[src/rtl/dot_product_engine.sv]
// Sequential signed fixed-point dot product: one shared multiplier, one element per cycle, saturated result.
// Define DOTP_ROUND_EN to round half toward +inf before saturation; otherwise the result is truncated toward -inf.
module dot_product_engine #(
  parameter int DATA_WIDTH = 16,
  parameter int EXT_DIM    = 4,
  parameter int FRAC_BITS  = 12
) (
  input  logic                                clk,
  input  logic                                rstn,
  input  logic                                start,
  input  logic [0:DATA_WIDTH*EXT_DIM-1]       vector_a,
  input  logic [0:DATA_WIDTH*EXT_DIM-1]       vector_b,
  output logic                                done,
  output logic signed [DATA_WIDTH-1:0]        result
);

  localparam int ACC_W = 2*DATA_WIDTH + $clog2(EXT_DIM) + 1;
  localparam int IDX_W = (EXT_DIM > 1) ? $clog2(EXT_DIM) : 1;
  localparam logic [IDX_W-1:0] IDX_LAST = IDX_W'(EXT_DIM - 1);

  typedef enum logic [1:0] {IDLE, MAC, NORM, HOLD} state_t;

  state_t                        state, state_nxt;
  logic signed [DATA_WIDTH-1:0]  a_q [EXT_DIM];
  logic signed [DATA_WIDTH-1:0]  b_q [EXT_DIM];
  logic signed [ACC_W-1:0]       acc;
  logic [IDX_W-1:0]              idx;
  logic signed [2*DATA_WIDTH-1:0] prod;

`ifdef DOTP_ROUND_EN
  localparam logic signed [ACC_W-1:0] RND = ACC_W'((1 << FRAC_BITS) >> 1);
`endif

  function automatic logic signed [ACC_W-1:0] round_shift(input logic signed [ACC_W-1:0] x);
`ifdef DOTP_ROUND_EN
    round_shift = (x + RND) >>> FRAC_BITS;
`else
    round_shift = x >>> FRAC_BITS;
`endif
  endfunction

  function automatic logic signed [DATA_WIDTH-1:0] saturate(input logic signed [ACC_W-1:0] x);
    logic signed [ACC_W-1:0] hi, lo;
    hi = {{(ACC_W-DATA_WIDTH+1){1'b0}}, {(DATA_WIDTH-1){1'b1}}};
    lo = {{(ACC_W-DATA_WIDTH+1){1'b1}}, {(DATA_WIDTH-1){1'b0}}};
    if (x > hi)      saturate = {1'b0, {(DATA_WIDTH-1){1'b1}}};
    else if (x < lo) saturate = {1'b1, {(DATA_WIDTH-1){1'b0}}};
    else             saturate = x[DATA_WIDTH-1:0];
  endfunction

  assign prod = a_q[idx] * b_q[idx];
  assign done = (state == HOLD);

  always_comb begin
    state_nxt = state;
    case (state)
      IDLE: if (start) state_nxt = MAC;
      MAC: begin
        if (!start)               state_nxt = IDLE;
        else if (idx == IDX_LAST) state_nxt = NORM;
      end
      NORM:    state_nxt = start ? HOLD : IDLE;
      HOLD:    if (!start) state_nxt = IDLE;
      default: state_nxt = IDLE;
    endcase
  end

  always_ff @(posedge clk or negedge rstn) begin
    if (!rstn) state <= IDLE;
    else       state <= state_nxt;
  end

  // Operands are only ever sampled on the IDLE capture edge; no reset needed.
  always_ff @(posedge clk) begin
    if (state == IDLE && start) begin
      for (int i = 0; i < EXT_DIM; i++) begin
        a_q[i] <= vector_a[i*DATA_WIDTH +: DATA_WIDTH];
        b_q[i] <= vector_b[i*DATA_WIDTH +: DATA_WIDTH];
      end
    end
  end

  always_ff @(posedge clk or negedge rstn) begin
    if (!rstn) begin
      acc    <= '0;
      idx    <= '0;
      result <= '0;
    end else begin
      case (state)
        IDLE: begin
          if (start) begin
            acc <= '0;
            idx <= '0;
          end
        end
        MAC: begin
          if (start) begin
            acc <= acc + ACC_W'(prod);
            idx <= idx + IDX_W'(1);
          end
        end
        NORM: if (start) result <= saturate(round_shift(acc));
        default: ;
      endcase
    end
  end

endmodule

[config.mk]
export PLATFORM = sky130hd
export DESIGN_NAME = dot_product_engine
export DESIGN_NICKNAME = d
export VERILOG_FILES = /design/src/rtl/dot_product_engine.sv
export SDC_FILE = /design/constraint.sdc
export NUM_CORES = 1
export LEC_CHECK = 0
export ABC_AREA = 1
export CORE_MARGIN = 3
export CORE_UTILIZATION = 55
export DETAILED_ROUTE_END_ITERATION = 8
export PLACE_DENSITY = 0.84
export SYNTH_ARGS = -nofsm -noshare
export SYNTH_HDL_FRONTEND = slang
export SYNTH_SLANG_ARGS = --single-unit
[constraint.sdc]
create_clock -name clk -period 20.6 [get_ports clk]
set_clock_uncertainty 0.15 [all_clocks]
set_input_delay 4.12 -clock clk [delete_from_list [all_inputs] [get_ports clk]]
set_output_delay 4.12 -clock clk [all_outputs]
set_load 0.005 [all_outputs]
# ---- Word level (Yosys, flattened, before mapping)
# Memories as Yosys holds them, arrays and structs flattened.
# Cells that the tools add are included.
# W data, S select, Z words.
dict set report word_totals {
  reg_bits 55
  mem_bits_rw 128
  in_bits 131
  out_inout_bits 17
  elab_cells 41
  mem_count 2
}
dict set report classes {
  add_sub_neg 2
  n_mul 1
  n_lt_le_gt_ge 2
  n_eq_ne 8
  mux 16
  reduce_logical 6
}
# memory depth word_bits rd rd_clocked_by_memory_dff wr line
set mem_list {}
lappend mem_list {a_q 4 16 1 0 4 24} ;# logic signed [DATA_WIDTH-1:0] a_q [EXT_DIM];
lappend mem_list {b_q 4 16 1 0 4 25} ;# logic signed [DATA_WIDTH-1:0] b_q [EXT_DIM];
# cell n
set ops {}
lappend ops {{$mux W35} 2}
lappend ops {{$pmux W35 S2} 1}
lappend ops {{$add A35 B32 Y35} 1}
lappend ops {{$mul A16 B16 Y32} 1}
lappend ops {{$mux W16} 2}
lappend ops {{$gt A23 B16 Y1 const B} 1}
lappend ops {{$lt A23 B16 Y1 const B} 1}
lappend ops {{$mux W2} 7}
lappend ops {{$pmux W2 S4} 1}
lappend ops {{$eq A2 B2 Y1 const B} 3}
lappend ops {{$ne A2 B2 Y1 const B} 3}
lappend ops {{$reduce_and A3 Y1} 2}
lappend ops {{$pmux W2 S2} 1}
lappend ops {{$ne A3 B3 Y1 const B} 1}
lappend ops {{$add A2 B1 Y2 const B} 1}
lappend ops {{$eq A2 B1 Y1 const B} 1}
lappend ops {{$logic_not A2 Y1} 1}
lappend ops {{$mux W1} 2}
lappend ops {{$reduce_and A2 Y1} 1}
lappend ops {{$reduce_bool A2 Y1} 1}
lappend ops {{$logic_and A1 B1 Y1} 1}

# ---- Logic depth before layout (Yosys ltp)
# An unclocked memory read counts as a cell.
dict set report depth {
  word_depth 5
  ltp_mapped 33
  mapped_depth_nobuf 31
}

# ---- Worst setup path before layout
# OpenSTA, ideal clock, no wires.
dict set report synth_timing {
  kind {input to register}
  from {input start}
  to {memory a_q[0][0], enable pin}
  setup_ns 0.617
  t_arrival_ns 10.126
  required_time_ns 19.833
  setup_slack_ns 9.707
  cell_stages 5
  n_path_buf 1
  path_cell_list {inv_1 -> nor2_1 -> clkinv_1 -> clkbuf_1 -> nor2_1}
}
# element line
set synth_lines {}
lappend synth_lines {{from (decl)} 10} ;# input logic start,
lappend synth_lines {{to (decl)} 24}

# ---- Worst setup path after layout
dict set report layout_timing {
  from {register idx[0]}
  to {register acc[27]}
}
dict set report layout_via {
  elab_chain_cells 5
  elab_cells_between_ends 6
  classes_between {add/sub: 1; mul: 1; mux: 2; memory: 2}
}
# element line
set layout_rtl {}
lappend layout_rtl {{from (decl)} 27} ;# logic [IDX_W-1:0] idx;
lappend layout_rtl {{from (signal assigned)} 99} ;# idx <= idx + IDX_W'(1);
lappend layout_rtl {{$mem_v2 Z4 W16 (on tied branches)} --}
lappend layout_rtl {{$mul A16 B16 Y32 *} 51} ;# assign prod = a_q[idx] * b_q[idx];
lappend layout_rtl {{$add A35 B32 Y35 *} 98} ;# acc <= acc + ACC_W'(prod);
lappend layout_rtl {{$mux W35 *} 97} ;# if (start) begin
lappend layout_rtl {{$pmux W35 S2 *} 89} ;# case (state)
lappend layout_rtl {{to (signal assigned)} 98}
lappend layout_rtl {{to (decl)} 26} ;# logic signed [ACC_W-1:0] acc;
# Every way passes the cells marked *; elsewhere a longest branch is shown, timed or not. The select of a mux whose other input is x is not followed.
# A chain may end at the register's enable or synchronous reset.

==> results.yml <==
cts:
  clkSlewWorstSetupHoldPaths_ns: 0.08
  post_cts_buffers: 0
  cts_tree: "yes"
  cts-root-buf: "clkbuf_16"
  worstSkewPairLatency_ns: 0.46
  numCtsBuffers: 17
  htree_levels: 4
  hold_buffers: 0
  clock-sinks: 183
  clockBufferDepth: 2
  post_cts_resize_count: 0
floorplanning:
  die_area_mm2: 0.0372
  die_height_um: 193
  io_pins: 148
  initial_core_util_pct: 56.5
  rows: 67
  chipWidth_um: 193
  core_mm2: 0.0340
cells_and_area:
  nets: 2728
  n_antenna_cell: 0
  seq_area_mm2: 0.00522
  drive_gt1_share_pct: 4.78
  area_growth_pct: 12.4
  multi_input_area_mm2: 0.0119
  n_fill_cell: 2640
timing:
  slew_headroom_pct: 25.1
  final-max-slew-violation-count: 0
  fin_crit_sh_pct: 39.6
  worst-slew-pin-transition_ns: 1.12
  whs_ns: 0.344
  post-route-min-period_ns: 8.17
  clock.fmax_mhz: 122
  finalHoldViolations: 0
  setup_viol: 0
  fin_tns_setup_ns: 0
  rsz0062_at_grt: "false"
logic_synthesis:
  synth_cell_types: 40
  synth-seq-area-share_pct: 27.2
  ys_seq_elements: 183
  syn_area_mm2: 0.0192
  synth_compound_area_share_pct: 6.80
  yosysWarnings: 0
  synthXorXnorAreaFrac_pct: 0.0912
  synthAdderAreaFrac_pct: 39.2
  synth_ff_type: "edfxtp_1"
  synth_edf_count: 128
  synth_top_family_by_area: "adder cells"
  syn-num-nets: 2601
  synthSimpleGateAreaFrac_pct: 15.6
  muxShareOfSynthArea_pct: 0
  syn_inst: 2055
  synthArstFlopShare_pct: 30.1
  synth.avg_cell_area_um2: 9.34
global_routing:
  antenna_found_initial: 0
  grt_pass1_wl_um: 82700
  grt_pass1_vias: 16100
  grt_overflow: 0
  grt_max_degree: 69
  grt_usage_pct: 29.3
drt:
  drcViolationCount: 0
  via_per_inst: 5.56
  routedWlPerCell_um: 19.2
  ant_nets: 0
  dr.first_iter.drc_count: 1225
  finalWirelength_um: 50800
  dr.pass1.iters: 5
  vias: 14700
worst_setup_path:
  crit_path_max_fanout: 68
  end_kind: "flip-flop"
  startpoint_type: "flip-flop"
  worstReg2RegStart: "idx[0]"
  required_ns: 20.80
  crit_path_max_incr_delay_ns: 0.91
  critical_path_arrival_ns: 8.37
  crit_start: "idx[0]"
  crit_top_cell: "fa_1"
  r2r_setup_slack_ns: 12.43
  cp_slowest_cell: "fa_1"
  critical_path_class: "flip-flop to flip-flop"
hold_path:
  hold_path_class: "flip-flop to flip-flop"
  worstHoldStart: "result[12]"
place:
  post-dp-hpwl_um: 41000
  routabilityCongestion: 1.02
  io_buffer_count: 147
flow_run:
  cap_violations: 0
outcome:
  outcome: "completed"
-- layout make-up --
cell class                 instances  share of cell area [%]
multi-input combinational       1344                    54.9
sequential                       183                    24.2
inverter                         479                    8.35
timing repair buffer             157                    7.14
tap                              448                    2.60
clock buffer                      19                    2.05
clock inverter                    13                   0.754
-- registers in the layout (all words and copies together), names as in the netlist --
| signal | cells |
|---|---|
| idx | 2 |
| a_q | 64 |
| acc | 35 |
| state | 2 |
| b_q | 64 |
| result | 16 |
-- layout by cell type, fill, tap and decap left out, types with 8 or more instances in the layout --
master / instances
clkbuf_16: 17
a21oi_1: 70
dfrtp_1: 54
o21ai_0: 51
edfxtp_1: 128
nand3_1: 45
a32oi_4: 12
buf_4: 10
inv_2: 26
ha_1: 105
nand2_1: 471
nor3_1: 8
inv_1: 448
fa_1: 310
nor2_1: 210
a32oi_2: 13
nand4_1: 8
clkdlybuf4s50_1: 146
-- critical path: cells and delay by family (launching register included) --
family / cells / cell delay (ns)
buf+inv: 7 / 1.50
fa+ha+maj: 7 / 3.88
flops: 1 / 0.38
compound gates: 2 / 0.58
simple gates: 9 / 1.52
-- layer usage --
layer | vias up | GRT usage (%) | part of all wire, %
li1 | 6491 | - | -
met1 | 7245 | 35.6 | 37
met2 | 765 | 49.4 | 49
met3 | 189 | 7.18 | 9.1
met4 | 0 | 13.6 | 5.2
met5 | - | 0 | 0
-- path summary, 6_finish.rpt --
path,endpoint,cells past startpoint
max,acc[27],25
min,result[12],2
max reg2reg,acc[27],25
min reg2reg,result[12],2
max in group asynchronous,idx[0],2
min in group asynchronous,acc[2],2
-- kinds of logic after synthesis --
| logic type | after synthesis |
|---|---|
| adders and majority gates | 415 |
| and+or+nand+nor | 761 |
| xor gates and xnor gates | 2 |
| DFF | 183 |
| AOI/OAI and AO/OA | 166 |
| buffers and inverters | 528 |
-- metrics by stage --
step / instance area, um^2 / setup WS, ns / instances / utilization [%]
detailed placement: 21000 / 12.60 / 2611 / 61.8
global route: 21600 / 12.04 / 2643 / 63.6
finish: 21600 / 12.43 / 2643 / 63.6
CTS: 21600 / 12.57 / 2643 / 63.6
global placement: 21000 / 12.78 / 2611 / 61.8
floorplan: 19200 / 9.71 / 2055 / -
-- cells in the mapped netlist (22+ instances only) --
library cell	n	area (um^2)
inv_1	448	1680
nand3_1	45	225
nor2_1	211	792
dfrtp_1	55	1380
buf_2	22	110
o21ai_0	51	255
inv_2	26	97.6
ha_1	105	1310
nand2_1	471	1770
edfxtp_1	128	3840
fa_1	310	6210
a21oi_1	70	350
Power is not shown: default switching activity piles up to over one toggle a cycle in this logic, so the estimate is an artifact.
